### src/rtl/spi_cmd_pkg.sv
// spi_cmd_pkg: shared constants and types for the SPI command controller.
//   - opcode and register address constants
//   - STATUS byte bit indices and frame field offsets
//   - command FSM and TX handshake FSM state encodings
//   - helpers: STATUS byte packing and frame parity check (the parity
//     check is only used when SPI_CMD_PARITY_EN is defined)
package spi_cmd_pkg;

  // Opcodes, frame bits [31:28]
  localparam logic [3:0] OP_NOP    = 4'd0;
  localparam logic [3:0] OP_WRITE  = 4'd1;
  localparam logic [3:0] OP_READ   = 4'd2;
  localparam logic [3:0] OP_START  = 4'd3;
  localparam logic [3:0] OP_ABORT  = 4'd4;
  localparam logic [3:0] OP_PARERR = 4'hF;  // response opcode for a parity-rejected frame

  // Register addresses, frame bits [27:24]
  localparam logic [3:0] ADDR_CTRL   = 4'd0;
  localparam logic [3:0] ADDR_LIMIT  = 4'd1;
  localparam logic [3:0] ADDR_STATUS = 4'd2;
  localparam logic [3:0] ADDR_RESULT = 4'd3;

  // STATUS byte bit indices; bits [2:0] hold the range of the last result
  localparam int ST_RESULT_VALID = 7;
  localparam int ST_OVERRUN      = 6;
  localparam int ST_CMD_DROP     = 5;
  localparam int ST_START_REJ    = 4;
  localparam int ST_CMD_ERR      = 3;

  // Frame field offsets
  localparam int FR_OP_LSB   = 28;
  localparam int FR_ADDR_LSB = 24;
  localparam int FR_PARITY   = 23;
  localparam int FR_DATA_LSB = 0;

  typedef enum logic {CMD_IDLE, CMD_EXEC} cmd_state_e;
  typedef enum logic {TX_IDLE, TX_WAIT} tx_state_e;

  function automatic logic [7:0] pack_status(input logic valid, input logic overrun,
                                             input logic drop, input logic rej,
                                             input logic err, input logic [2:0] rng);
    logic [7:0] s;
    s = 8'h00;
    s[ST_RESULT_VALID] = valid;
    s[ST_OVERRUN]      = overrun;
    s[ST_CMD_DROP]     = drop;
    s[ST_START_REJ]    = rej;
    s[ST_CMD_ERR]      = err;
    s[2:0]             = rng;
    return s;
  endfunction

  // Even parity over opcode, addr, parity bit and data: all 25 bits XOR to 0.
  function automatic logic frame_parity_ok(input logic [31:0] f);
    return (^{f[31:FR_PARITY], f[15:0]}) == 1'b0;
  endfunction

endpackage

### src/rtl/spi_tx_loader.sv
// spi_tx_loader: hands response words to the SPI slave TX path.
//   clk_i, rst_i   clock, synchronous active-high reset
//   tx_req_i       slave di_req (level); a rising edge requests a word
//   resp_i         current response register contents
//   tx_ack_i       slave write acknowledge
//   tx_data_o      word presented to the slave, held while tx_wren_o=1
//   tx_wren_o      write enable, held until tx_ack_i, drops the cycle after
module spi_tx_loader
  import spi_cmd_pkg::*;
(
  input  logic        clk_i,
  input  logic        rst_i,
  input  logic        tx_req_i,
  input  logic [31:0] resp_i,
  input  logic        tx_ack_i,
  output logic [31:0] tx_data_o,
  output logic        tx_wren_o
);

  tx_state_e   state_q, state_d;
  logic        req_q;
  logic [31:0] data_q, data_d;
  logic        wren_q, wren_d;
  logic        req_rise;

  assign req_rise  = tx_req_i & ~req_q;
  assign tx_data_o = data_q;
  assign tx_wren_o = wren_q;

  always_ff @(posedge clk_i) begin
    if (rst_i) begin
      state_q <= TX_IDLE;
      req_q   <= 1'b0;
      data_q  <= 32'h0;
      wren_q  <= 1'b0;
    end else begin
      state_q <= state_d;
      req_q   <= tx_req_i;
      data_q  <= data_d;
      wren_q  <= wren_d;
    end
  end

  // The data register only loads from TX_IDLE, so response updates while a
  // word is waiting for its ack never disturb the word on the bus.
  always_comb begin
    state_d = state_q;
    data_d  = data_q;
    wren_d  = wren_q;
    case (state_q)
      TX_IDLE: begin
        if (req_rise) begin
          data_d  = resp_i;
          wren_d  = 1'b1;
          state_d = TX_WAIT;
        end
      end
      TX_WAIT: begin
        if (tx_ack_i) begin
          wren_d  = 1'b0;
          state_d = TX_IDLE;
        end
      end
      default: state_d = TX_IDLE;
    endcase
  end

endmodule

### src/rtl/spi_cmd_ctrl.sv
// spi_cmd_ctrl: command/response controller between the SPI slave parallel
// interface and the measurement engine.
//   clk_i, rst_i          clock, synchronous active-high reset
//   rx_valid_i, rx_data_i received frame strobe and 32-bit frame
//   tx_req_i, tx_ack_i    slave TX request / acknowledge
//   tx_data_o, tx_wren_o  response word and write enable to the slave
//   meas_*_i              measurement done pulse, count, range, range error, busy
//   meas_start_o/abort_o  single-cycle command pulses
//   mode_sel_o, limit_o   CTRL mode field and LIMIT register
//   irq_o                 result-ready interrupt (result_valid & irq_en, registered)
// Build option: define SPI_CMD_PARITY_EN to enforce even parity on frame bit 23.
module spi_cmd_ctrl
  import spi_cmd_pkg::*;
#(
  parameter logic [15:0] LIMIT_RST = 16'd1000,
  parameter logic [1:0]  MODE_RST  = 2'd0
) (
  input  logic        clk_i,
  input  logic        rst_i,
  input  logic        rx_valid_i,
  input  logic [31:0] rx_data_i,
  input  logic        tx_req_i,
  output logic [31:0] tx_data_o,
  output logic        tx_wren_o,
  input  logic        tx_ack_i,
  input  logic        meas_done_i,
  input  logic [15:0] meas_count_i,
  input  logic [2:0]  meas_range_i,
  input  logic        meas_range_err_i,
  input  logic        meas_busy_i,
  output logic        meas_start_o,
  output logic        meas_abort_o,
  output logic [1:0]  mode_sel_o,
  output logic [15:0] limit_o,
  output logic        irq_o
);

  cmd_state_e  state_q, state_d;
  logic [31:0] frame_q;
  logic [31:0] resp_q, resp_d;
  logic [1:0]  mode_q, mode_d;
  logic        irq_en_q, irq_en_d;
  logic [15:0] limit_q, limit_d;
  logic        valid_q, valid_d, overrun_q, overrun_d, drop_q, drop_d;
  logic        rej_q, rej_d, err_q, err_d;
  logic [2:0]  range_q, range_d;
  logic        rerr_q, rerr_d;
  logic [15:0] result_q, result_d;
  logic        start_q, start_d, abort_q, abort_d, irq_q;

  logic [3:0]  op, addr;
  logic [15:0] data;
  logic        exec;
  logic [15:0] rd_data;
  logic        rd_result, par_bad;
  logic        unused_frame_bits;

  assign op    = frame_q[FR_OP_LSB +: 4];
  assign addr  = frame_q[FR_ADDR_LSB +: 4];
  assign data  = frame_q[FR_DATA_LSB +: 16];
  assign exec  = (state_q == CMD_EXEC);
  assign unused_frame_bits = ^frame_q[23:16];

  assign mode_sel_o   = mode_q;
  assign limit_o      = limit_q;
  assign meas_start_o = start_q;
  assign meas_abort_o = abort_q;
  assign irq_o        = irq_q;

  always_ff @(posedge clk_i) begin
    if (rst_i) begin
      state_q  <= CMD_IDLE;
      frame_q  <= 32'h0;
      resp_q   <= 32'h0;
      mode_q   <= MODE_RST;
      irq_en_q <= 1'b0;
      limit_q  <= LIMIT_RST;
      valid_q  <= 1'b0;
      overrun_q <= 1'b0;
      drop_q   <= 1'b0;
      rej_q    <= 1'b0;
      err_q    <= 1'b0;
      range_q  <= 3'd0;
      rerr_q   <= 1'b0;
      result_q <= 16'h0;
      start_q  <= 1'b0;
      abort_q  <= 1'b0;
      irq_q    <= 1'b0;
    end else begin
      state_q  <= state_d;
      if (state_q == CMD_IDLE && rx_valid_i) frame_q <= rx_data_i;
      resp_q   <= resp_d;
      mode_q   <= mode_d;
      irq_en_q <= irq_en_d;
      limit_q  <= limit_d;
      valid_q  <= valid_d;
      overrun_q <= overrun_d;
      drop_q   <= drop_d;
      rej_q    <= rej_d;
      err_q    <= err_d;
      range_q  <= range_d;
      rerr_q   <= rerr_d;
      result_q <= result_d;
      start_q  <= start_d;
      abort_q  <= abort_d;
      irq_q    <= valid_q & irq_en_q;
    end
  end

  always_comb begin
    state_d   = state_q;
    resp_d    = resp_q;
    mode_d    = mode_q;
    irq_en_d  = irq_en_q;
    limit_d   = limit_q;
    valid_d   = valid_q;
    overrun_d = overrun_q;
    drop_d    = drop_q;
    rej_d     = rej_q;
    err_d     = err_q;
    range_d   = range_q;
    rerr_d    = rerr_q;
    result_d  = result_q;
    start_d   = 1'b0;
    abort_d   = 1'b0;
    rd_data   = 16'h0;
    rd_result = 1'b0;
    par_bad   = 1'b0;

    case (state_q)
      CMD_IDLE: if (rx_valid_i) state_d = CMD_EXEC;
      CMD_EXEC: state_d = CMD_IDLE;
      default:  state_d = CMD_IDLE;
    endcase

    // Command execution. Read data is the register content at EXEC, before
    // this cycle's flag updates.
    if (exec) begin
`ifdef SPI_CMD_PARITY_EN
      par_bad = ~frame_parity_ok(frame_q);
`endif
      if (par_bad) begin
        err_d = 1'b1;
      end else begin
        case (op)
          OP_NOP: ;
          OP_WRITE: begin
            case (addr)
              ADDR_CTRL: begin
                mode_d   = data[1:0];
                irq_en_d = data[2];
              end
              ADDR_LIMIT: limit_d = data;
              ADDR_STATUS: begin
                if (data[ST_OVERRUN])   overrun_d = 1'b0;
                if (data[ST_CMD_DROP])  drop_d    = 1'b0;
                if (data[ST_START_REJ]) rej_d     = 1'b0;
                if (data[ST_CMD_ERR])   err_d     = 1'b0;
              end
              default: err_d = 1'b1;  // RESULT is read-only; others undefined
            endcase
          end
          OP_READ: begin
            case (addr)
              ADDR_CTRL:   rd_data = {13'h0, irq_en_q, mode_q};
              ADDR_LIMIT:  rd_data = limit_q;
              ADDR_STATUS: rd_data = {rerr_q, 7'h0,
                                      pack_status(valid_q, overrun_q, drop_q, rej_q, err_q, range_q)};
              ADDR_RESULT: begin
                rd_data   = result_q;
                rd_result = 1'b1;
              end
              default:     rd_data = 16'h0;
            endcase
          end
          OP_START: begin
            if (meas_busy_i) rej_d   = 1'b1;
            else             start_d = 1'b1;
          end
          OP_ABORT: abort_d = 1'b1;
          default:  err_d   = 1'b1;
        endcase
      end
    end

    // Result capture. A read of RESULT consumes result_valid, so a capture
    // landing on that same cycle is a fresh result, not an overrun.
    if (rd_result) valid_d = 1'b0;
    if (meas_done_i) begin
      if (valid_q && !rd_result) overrun_d = 1'b1;
      valid_d  = 1'b1;
      result_d = meas_count_i;
      range_d  = meas_range_i;
      rerr_d   = meas_range_err_i;
    end

    // A frame arriving while the previous one executes is lost. The set is
    // placed after the write-1-to-clear so a simultaneous clear cannot hide it.
    if (exec && rx_valid_i) drop_d = 1'b1;

    // Response carries the flags as they stand after this cycle's updates.
    if (exec) begin
      resp_d = {par_bad ? OP_PARERR : op, addr,
                pack_status(valid_d, overrun_d, drop_d, rej_d, err_d, range_d),
                par_bad ? 16'h0 : rd_data};
    end
  end

  spi_tx_loader u_tx_loader (
    .clk_i     (clk_i),
    .rst_i     (rst_i),
    .tx_req_i  (tx_req_i),
    .resp_i    (resp_q),
    .tx_ack_i  (tx_ack_i),
    .tx_data_o (tx_data_o),
    .tx_wren_o (tx_wren_o)
  );

endmodule
### config.mk
export PLATFORM = sky130hd
export DESIGN_NAME = spi_cmd_ctrl
export DESIGN_NICKNAME = d
export VERILOG_FILES = /design/src/rtl/spi_cmd_pkg.sv /design/src/rtl/spi_tx_loader.sv /design/src/rtl/spi_cmd_ctrl.sv
export SDC_FILE = /design/constraint.sdc
export NUM_CORES = 1
export LEC_CHECK = 0
export CAP_MARGIN = 0
export CORE_ASPECT_RATIO = 1.75
export CORE_UTILIZATION = 47
export DETAILED_ROUTE_END_ITERATION = 6
export HOLD_SLACK_MARGIN = 0.02
export PLACE_DENSITY_LB_ADDON = 0.08
export REMOVE_ABC_BUFFERS = 1
export SETUP_SLACK_MARGIN = 0.5
export SKIP_LAST_GASP = 1
export SLEW_MARGIN = 20
export SYNTH_ARGS = -nofsm -noshare
export SYNTH_HDL_FRONTEND = slang
export SYNTH_SLANG_ARGS = --single-unit
### constraint.sdc
create_clock -name clk_i -period 2.4 [get_ports clk_i]
set_clock_uncertainty 0.05 [all_clocks]
set_input_delay 0.24 -clock clk_i [delete_from_list [all_inputs] [get_ports clk_i]]
set_output_delay 0.24 -clock clk_i [all_outputs]
set_load 0.02 [all_outputs]
==> Word level (Yosys, flattened, before mapping) <==
Index checks and enable logic that the tools add are counted.
W data, S select, Z words.
{ "word_totals": {"regBits": 147, "word_cells": 88} }
{ "classes": {"muxes": 38, "reduce_logical": 14, "n_bitwise": 6, "n_eq_ne": 9} }
{ "op_table": {"columns": ["cell", "n"], "rows": [
  ["$pmux W16 S4", 1],
  ["$mux W1", 29],
  ["$eq A4 B2 Y1 const B", 4],
  ["$mux W16", 1],
  ["$pmux W1 S2", 6],
  ["$eq A4 B1 Y1 const B", 2],
  ["$logic_not A4 Y1", 2],
  ["$reduce_and A3 Y1", 2],
  ["$eq A4 B3 Y1 const B", 1],
  ["$not A1 Y1", 4],
  ["$reduce_and A2 Y1", 2],
  ["$reduce_or A2 Y1", 2],
  ["$reduce_or A4 Y1", 1],
  ["$logic_and A1 B1 Y1", 3],
  ["$mux W3", 1],
  ["$reduce_or A3 Y1", 1],
  ["$and A1 B1 Y1", 2],
  ["$ne A2 B1 Y1 const B", 1],
  ["$ne A2 B2 Y1 const B", 1],
  ["$logic_not A1 Y1", 1]
]} }

==> Logic depth before layout (Yosys ltp) <==
Gate-level depths: netlist of run 1.
{ "depth": {"ltp_word": 8, "mapped_depth": 7, "ltp_nobuf": 4} }

==> Cells and area by module <==
From an unflattened synthesis of run 1, not the netlist that was laid out.
{ "unflattened": {"hier_cells": 589, "hier_area_um2": 5607.9} }
{ "by_module_without_submodules": {"columns": ["module", "area_each_um2", "seq_area_each_um2", "cells_each", "instances"], "rows": [
  ["spi_cmd_ctrl", 4032.6, 2082.0, 440, 1],
  ["spi_tx_loader", 1575.3, 700.7, 149, 1]
]} }

==> Worst setup path after synthesis of run 1 <==
Ideal clock, no wire load.
{ "synth_path": {"kind": "flip-flop to flip-flop", "start": "register frame_q[28]", "end": "register limit_q[10], in the netlist limit_o[10]", "required_time_ns": 2.222, "arrival_time_ns": 1.758, "stages_incl_launch_ff": 7, "period_less_slack_ns": 1.936, "path_slack_ns": 0.464, "path_cell_list": "dfxtp_1 or4b_4 nor4_4 buf_6 buf_8 mux2i_1 nor2_1"} }
{ "synth_via": {"elab_chain_cells": 2} }
{ "synth_lines": {"columns": ["element", "line_no", "text"], "rows": [
  ["start: declaration", "spi_cmd_ctrl.sv:39", "logic [31:0] frame_q;"],
  ["start signal: assignment", "spi_cmd_ctrl.sv:91", "if (state_q == CMD_IDLE && rx_valid_i) frame_q <= rx_data_i;"],
  ["$eq A4 B1 Y1", "spi_cmd_ctrl.sv:145", "case (op)"],
  ["$reduce_and A3 Y1 (no source line)", null, null],
  ["end signal: assignment", "spi_cmd_ctrl.sv:95", "limit_q <= limit_d;"],
  ["end: declaration", "spi_cmd_ctrl.sv:43", "logic [15:0] limit_q, limit_d;"]
]} }
No other way between the ends.
A chain may end at the register's enable or synchronous reset.

==> Final worst setup path of run 1 <==
{ "layout_path": {"start": "register frame_q[27]", "end": "register limit_q[6], in the netlist limit_o[6]"} }
{ "layout_via": {"elab_chain_cells": 2} }
{ "layout_lines": {"columns": ["element", "line_no", "text"], "rows": [
  ["$eq A4 B1 Y1", "spi_cmd_ctrl.sv:148", "case (addr)"],
  ["$reduce_and A3 Y1 (no source line)", null, null]
]} }
No other way between the ends.

==> run metrics, run 1 <==
status finished, final reports clean; RSZ-0062 raised after global routing true; met3 wire length 604 um; root buffer cell clkbuf_16; Switch Pwr 1.25 mW; Main synth FF type dfxtp_1; Post-Synthesis Cells roughly 570; design area roughly 7100 um^2; post-synthesis register bit count 139; Setup WS post-layout 0.509 ns; initial antenna violation count 0; Clk Latency, worst-skew pair approximately 0.41 ns; Critical Path Source frame_q[27]; share of layout cells above drive strength 1 approximately an eighth; fill count approximately 900; Starting Density 48.3%; crit start category flop; sequential share of power 43.3%; Mapped Avg Cell Area 9.08 um^2; vias in the first global route 4418; largest net degree at the start of global routing 74; Fin. Hold Viols 0; CTS HTree Levels 4; P_int 4.36 mW; Pleak 2.61 nW; fin crit share 78.8%; Die Span Y ~140 um; M1 wire length roughly 5300 um; Routed Antenna Nets 0; Core ar. 10700 um^2; CTS tree built; CTS buffer count 17; largest area contributor in the netlist dfxtp_1; Yosys warnings 0; synthesis-to-finish area growth 37.6%; register area share after synthesis 53.8%; Async SR Flop Fraction 0%; gpl congestion 0.846; worst hold slack ~0.26 ns; Max Root-Sink Buffers 2; final net count around 740; Power Total ~5.6 mW; Worst-path clk slew 0.06 ns; power share of the clock group 49.2%; f_max approximately 530 MHz; Sw Share 22.2%; HP Class input port to flop; global route total overflow 0; Cell variety after synth 42; DRT iter0 DRCs 163; routed wl met2 6930 um; crit path kind flop to flop; final wirelength 13100 um; Top Metal Used met4; largest cells by area after synthesis dfxtp_1 54%, nand2_1 9.7%, mux2i_1 9.1%, a21oi_1 6.2%, nor2_1 4.0%; Post-synth top cells 139 x dfxtp_1, 133 x nand2_1, 64 x a21oi_1; Syn Std Cell Area slightly above 5000 um^2; I/O pin cnt 113; via count between 4000 and 5000; crit path DAT 2.14 ns; DRC violations left 0; Area after DPL 6360 um^2; Critical Path RT 2.65 ns; Worst-Margin Slew 0.770 ns; row count 50; CP max FO 8; # setup viols final 0; post-DP HPWL roughly 8500 um; VDD IR-drop max between 0.5 and 0.6 mV; setup_tns 0 ns; worst-path cell chain or4b_4, nor4_4, buf_12, and2b_1, a211o_1; first-pass GRT wire length 21200 um; port bufs roughly 100; Comb power frac around 7.5%; max-cap violations 0; worst r2r src frame_q[27]; crit end category flop; first drt pass iteration count 4; post-synth top area share 53.8%; max incr delay on CP around 0.58 ns; CTS Sinks around 140; drt wl/cell 16.0 um; P per Cell Area roughly 790 nW/um^2; GRT Total Usage between 20% and 30%; Slew HR 48.7%; Final Critical Period 1.89 ns; Post-synth EDFFs 0; Slowest-stage cell, CP or4b_4; max-slew violations 0; most common cell in the synthesized netlist dfxtp_1; dpl ws between 0.2 and 0.25 ns; cell family with most CP delay simple AND/OR/NAND/NOR gates; die area 11400 um^2; Die W 81.3 um; n_diodes 0; Hold Startpoint rst_i; worst path bufs/invs 1; vias per inst 5.31
sequential cells by signal, indices dropped and copies added, names as in the netlist, 2 cells and up:
register / count
frame_q: 24
limit_o: 16
mode_sel_o: 2
range_q: 3
resp_q: 32
result_q: 16
u_tx_loader.tx_data_o: 32
worst reg2reg max path, stage by stage, from the launching register on:
cell and delay, ns:
dfxtp_2 0.32, or4b_4 0.58, nor4_4 0.24, buf_12 0.17, and2b_1 0.18, a211o_1 0.24
power by group through the flow:
stage | sequential [mW] | clock (mW) | combinational, mW
6_report | 2.43 | 2.76 | 0.421
5_1_grt | 2.43 | 2.89 | 0.456
4_1_cts | 2.43 | 2.79 | 0.420
3_5_place_dp | 2.48 | 0 | 0.410
3_3_place_gp | 2.47 | 0 | 0.402
2_1_floorplan | 2.48 | 0 | 0.161
what timing repair did:
item,CTS,global route
pin swaps,4,4
setup endpoints to repair,26,30
resized for setup,5,7
setup buffers,9,0
hold buffers,0,0
placed cells by master (no fill, tap or decap), types with 2 or more instances in the layout:
cell | netlist | routed
dfxtp_1 | 139 | 138
nand2_1 | 133 | 132
clkdlybuf4s50_1 | 0 | 103
a21oi_1 | 64 | 64
nor2_1 | 55 | 54
mux2i_1 | 47 | 47
buf_4 | 0 | 21
clkbuf_16 | 0 | 17
o21ai_0 | 16 | 15
nor2b_1 | 6 | 6
a211o_1 | 6 | 6
mux2_2 | 6 | 6
a22oi_1 | 6 | 6
nand2b_1 | 5 | 5
a211oi_1 | 5 | 5
clkinv_2 | 0 | 5
bufinv_16 | 0 | 4
inv_1 | 3 | 3
o31ai_1 | 3 | 3
a311oi_1 | 3 | 3
mux4_2 | 3 | 3
a22o_1 | 3 | 3
buf_12 | 0 | 3
or4b_4 | 1 | 2
nand3_1 | 2 | 2
or3_1 | 3 | 2
a21o_1 | 2 | 2
nor4_1 | 2 | 2
and2b_1 | 2 | 2
clkbuf_8 | 0 | 2
clkinv_4 | 0 | 2
buf_6 | 1 | 2
per-stage QoR:
stage / std cells / utilization, %
final: 822 / 66.5
after CTS: 822 / 66.3
after detailed placement: 781 / 59.5
after global routing: 822 / 66.5
after global placement: 781 / 59.5
after floorplan: 530 / -
cells by family (layout without fill, tap and decap cells):
kind of cell,after synthesis,in the layout,share of synthesized area (%)
multiplexers,56,56,11.7
buffers and inverters,42,165,3.41
flip-flops,139,139,53.8
AO/OA/AOI/OAI,111,111,12.7
AND/OR/NAND/NOR,221,221,18.4
per-layer routing:
layer	vias up	track usage (%)
met5	-	0
met3	21	6.28
met1	2090	26.8
li1	2140	-
met2	115	43.4
met4	0	9.49
path summary, 6_finish.rpt:
kind | end | slack (ns) | cells after the start
hold reg to reg | resp_q[8] | 0.40 | 2
setup / recovery | limit_o[6] | 0.51 | 5
setup reg to reg | limit_o[6] | 0.51 | 5
hold / removal | resp_q[2] | 0.26 | 3
layout make-up:
| type | count | area [um^2] | area share, % |
|---|---|---|---|
| flip-flops and latches | 139 | 2780 | 39.1 |
| multi-input cells | 388 | 2240 | 31.5 |
| repair buffers | 130 | 1290 | 18.1 |
| clock buffers | 20 | 457 | 6.42 |
| clock inverters | 12 | 170 | 2.39 |
| well taps | 130 | 163 | 2.29 |
| inverters | 3 | 11.3 | 0.158 |
Note: power is estimated with default switching activity, not from simulation.
==> run 2: changes to the inputs <==
Clock period 2.4 ns to 1.8 ns, I/O delays scaled along.
==> run 2 against run 1 <==
  * The flow now finishes with violations (setup timing)
  * Largest cell class unchanged
  * Highest routed layer unchanged
  * Via count up 6.6%
  * Critical path depth grew 1
  * Maximum frequency rose by 4.6%
  * Critical path type unchanged
==> run metrics, run 2 (synthesis gave the netlist of run 1 again) <==
initial antenna violation count 0 (unchanged); synthesis-to-finish area growth 47.1%; root buffer cell clkbuf_16; Clk Latency, worst-skew pair 0.42 ns (about the same); row count 50 (unchanged); final net count 760 (+3.0%); Pleak 2.98 nW (+14%); vias per inst 5.51 (+3.8%); Routed Antenna Nets 0 (unchanged); CTS tree built; Crit path depth 6 (+1); most frequent cells in the layout 130 x dfxtp_1, 105 x nand2_1, 54 x nor2_1; cell family with most CP delay simple AND/OR/NAND/NOR gates; crit path kind flop to flop; global route total overflow 0 (unchanged); RSZ-0062 raised after global routing true; r2r endpoint limit_o[5]; DRC violations left 0 (unchanged); fill count 816 (-9.2%); flop-to-flop setup slack -0.007 ns (-0.52 ns); I/O pin cnt 113 (unchanged); max incr delay on CP 0.58 ns (about the same); final wirelength 15900 um (+21%); first drt pass iteration count 5 (+1); HP Class input port to flop; Starting Density 48.3% (unchanged); Critical Path RT 2.05 ns (-0.60 ns); gpl congestion 0.830 (-1.9%); Die Span Y 141 um (unchanged); VDD IR-drop max 0.826 mV (+38%); Final Critical Period 1.81 ns (-0.0837 ns); Worst-path clk slew 0.05 ns (about the same); Fin. Hold Viols 0 (unchanged); # setup viols final 2 (+2); crit path to limit_o[5]; worst r2r src frame_q[27]; Final Non-Filler Cells 844 (+2.7%); largest net degree at the start of global routing 80 (+8.1%); Setup WS post-layout -0.00689 ns (-0.516 ns); crit start category flop; n_diodes 0 (unchanged); Critical Path Source frame_q[27]; drt wl/cell 18.8 um (+18%); Placed Cells 789 (+1.0%); first-pass GRT wire length 22400 um (+5.8%); CTS Sinks 139 (unchanged); CP max FO 7 (-1); crit end category flop; cell repeated most along the worst path buf_6; Slowest-stage cell, CP or4b_4; CTS buffer count 17 (unchanged); DRT iter0 DRCs 262 (+61%); Max Root-Sink Buffers 2 (unchanged); die area 11400 um^2 (unchanged); via count 4652 (+6.6%); commonest non-fill, non-tap cell in the layout dfxtp_1; fin crit share 100% (+22 points); crit path DAT 2.06 ns (-0.08 ns); Worst R2R Path Depth 6 (+1); status finished, violations left; port bufs 104 (unchanged); post-DP HPWL 8800 um (+3.0%); max-cap violations 0 (unchanged); max-slew violations 0 (unchanged); dpl ws -0.271 ns (-0.501 ns); failing checks setup timing; worst path bufs/invs 2 (+1); Worst-Margin Slew 0.387 ns (-0.383 ns); f_max 553 MHz (+4.6%); P per Cell Area 960 nW/um^2 (+22%); Die W 81.3 um (unchanged); vias in the first global route 4493 (+1.7%); Slew HR 74.2% (+26 points); CTS HTree Levels 4 (unchanged); share of layout cells above drive strength 1 29.6% (+18 points); GRT Total Usage 26.4% (+1.9 points); Core ar. 10700 um^2 (unchanged); worst-path cell chain or4b_4, nor4_4, buf_6, buf_6, nor2b_1, a211o_1
-- run 2: cell count changes in the layout (fill, tap and decap cells not counted), moves of 17 or more --
cell	change
buf_2	+17
clkdlybuf4s50_1	-54
nand2_4	+17
nand2_1	-27
clkbuf_2	+22
-- run 2: worst register-to-register path, delay by kind of cell, from the launching register on --
family | cells | cell delay, ns
flops | 1 | 0.32
simple gates | 3 | 0.81
buf+inv | 2 | 0.30
compound gates | 1 | 0.23
-- run 2: per-layer routing --
layer	global-route usage [%]	wire [um]	part of all wire [%]	up-vias
met4	11.7	515	3.2	0
li1	-	-	-	2204
met1	30.4	6210	39	2263
met3	5.31	703	4.4	38
met2	45.7	8470	53	147
met5	0	0	0	-
-- run 2: final cells by class --
type | count | area [um^2] | share of cell area [%]
Inverter | 3 | 11.3 | 0.148
Clock buffer | 25 | 485 | 6.39
Multi-Input combinational cell | 388 | 2580 | 33.9
Tap cell | 130 | 163 | 2.14
Clock inverter | 7 | 65.1 | 0.856
Sequential cell | 139 | 2790 | 36.8
Timing Repair Buffer | 152 | 1510 | 19.8
-- run 2: repair_timing --
item	in CTS	in global routing
resized for setup	191	113
buffers inserted	4	10
hold buffers	2	0
endpoints found under the hold margin	7	0
setup endpoints to repair	132	129
pin swaps	27	50
gates cloned	1	6
-- run 2: worst min path at each step --
stage,start,endpoint,slack (ns),cells after the start
final,rst_i,resp_q[1],0.24,3
after global routing,rst_i,resp_q[0],0.25,3
after CTS,rst_i,resp_q[1],0.22,3
after detailed placement,irq_en_q,irq_o,0.39,2
after global placement,resp_q[8],resp_q[8],0.39,2
after floorplan,rst_i,drop_q,0.20,1
-- run 2: stage by stage --
stage	total power [mW]	util (%)	hold slack, ns	area (um^2)	setup TNS (ns)
6_report	7.29	71.1	0.244	7600	-0.00757
5_1_grt	7.52	71.1	0.252	7600	-0.620
4_1_cts	7.16	67.5	0.224	7220	-0.144
3_5_place_dp	3.89	60.6	0.388	6490	-4.37
3_3_place_gp	3.87	60.6	0.388	6490	-3.11
2_1_floorplan	3.53	-	0.199	5000	-36.96
-- run 2: where the power goes --
part / internal (mW) / switching [mW] / leakage, nW / total (mW)
Sequential: 3.17 / 0.0745 / 1.13 / 3.25
Combinational: 0.377 / 0.402 / 1.58 / 0.779
Clock: 2.00 / 1.27 / 0.267 / 3.27
==> patch (flow settings as in run 1) <==
The parameter `MODE_RST` goes from 2'd0 to 2'd1.
--- a/src/rtl/spi_cmd_ctrl.sv
+++ b/src/rtl/spi_cmd_ctrl.sv
@@ -14,5 +14,5 @@
 #(
   parameter logic [15:0] LIMIT_RST = 16'd1000,
-  parameter logic [1:0]  MODE_RST  = 2'd0
+  parameter logic [1:0]  MODE_RST  = 2'd1
 ) (
   input  logic        clk_i,
Check against the original RTL: not equivalent (Yosys sat finds a counterexample within 4 cycles, from zero or initial values and one cycle with rst_i high).
==> patch against run 1 <==
  * Setup slack lost 0.15 ns
  * Sequential cell count did not move
  * Routed wire length increased by 0.68%
  * Synthesized area up 0.15%
  * Cell area is 0.23% higher
  * Total power down 1.7%
  * Highest routed layer unchanged
  * Critical path depth increased by 1
  * Core utilization rose by 0.15 points
  * Critical path type unchanged
==> patch: results (changes against run 1) <==
Status: completed
Total track usage: 0.251 (+0.00611)
Met3 Use GR: 0.0505 (-0.0123)
Placed cell area: 0.00636 sq mm (-0.12%)
Crit path DAT: 2.30 ns (+0.16 ns)
R2r startpoint: frame_q[30]$_SDFFE_PP0P_
Post-synthesis adder-cell area fraction: 0 (unchanged)
Met3 Routed Length: 459 um (-24%)
Dpl cells: 778 (-0.38%)
Hold endpoint: resp_q[28]$_SDFFE_PP0P_
Layout Nets: 737 (-0.14%)
Dominant cells by area after synthesis: dfxtp_1 54%, nand2_1 9.6%, mux2i_1 8.9%, a21oi_1 6.2%, nor2_1 3.9%
Seq/Total Area, Yosys: 0.538 (-0.000781)
Met1 Use GR: 0.280 (+0.0111)
Headroom to the max-slew limit: 0.464 (-0.0224)
Met2 WL: 7.12 mm (+2.8%)
Fmax achieved: 489 MHz (-7.5%)
Gpl congestion: 0.796 (-5.8%)
DP Worst Slack: 0.215 ns (-0.0146 ns)
Post-synth top cells: 139 x dfxtp_1, 133 x nand2_1, 64 x a21oi_1, 54 x nor2_1, 46 x mux2i_1
Vias after detailed routing: 4,358 (-0.18%)
Met1 Wirelength: 5.35 mm (+0.56%)
Detailed-placement wirelength estimate: 8.35 mm (-2.2%)
CP Max Fanout: 7 (-1)
First-pass GRT wire length: 21.3 mm (+0.52%)
Hold_ws: 0.190 ns (-0.0683 ns)
Vias in the first global route: 4,334 (-1.9%)
Grt met2 use: 0.438 (+0.00351)
Wirelength, routed: 13.2 mm (+0.68%)
Mux cell area share after synthesis: 0.115 (-0.00210)
Worst R2R Path Depth: 6 (+1)
Avg Inst Size Synth: 9.10 sq um (+0.15%)
1st-iter DRT viols: 166 (+1.8%)
Filler instances: 904 (+0.56%)
Worst reg2reg setup slack: 0.36 ns (-0.15 ns)
Compound-Gate Fraction of Synth Area: 0.128 (+0.00151)
Longest Clk Path Bufs: 2 (unchanged)
Non-Filler Instances: 821 (-0.12%)
patch: logic make-up (layout without fill, tap and decap cells):
| kind of cell | Yosys count | after routing |
|---|---|---|
| mux | 55 | 55 |
| simple gates | 221 | 221 |
| compound gates | 112 | 112 |
| flops | 139 | 139 |
| buf+inv | 42 | 164 |
patch: layout make-up:
type / instances / area (sq um) / area share
repair buffers: 129 / 1300 / 0.182
clock inverters: 11 / 143 / 0.0200
inverters: 3 / 11.3 / 0.00158
flip-flops and latches: 139 / 2790 / 0.391
well taps: 130 / 163 / 0.0228
clock buffers: 21 / 470 / 0.0660
multi-input cells: 388 / 2250 / 0.316
patch: timing repair:
action                     CTS  global route
resized for setup            8            10
cloned                       1             0
setup endpoints to repair   20            24
pin swaps                    5             3
setup buffers                6             4
patch: power breakdown:
part / internal [mW] / switching, mW / total, mW
registers: 2.38 / 0.0495 / 2.43
clock network: 1.71 / 0.955 / 2.66
logic: 0.194 / 0.225 / 0.419
total: 4.28 / 1.23 / 5.51
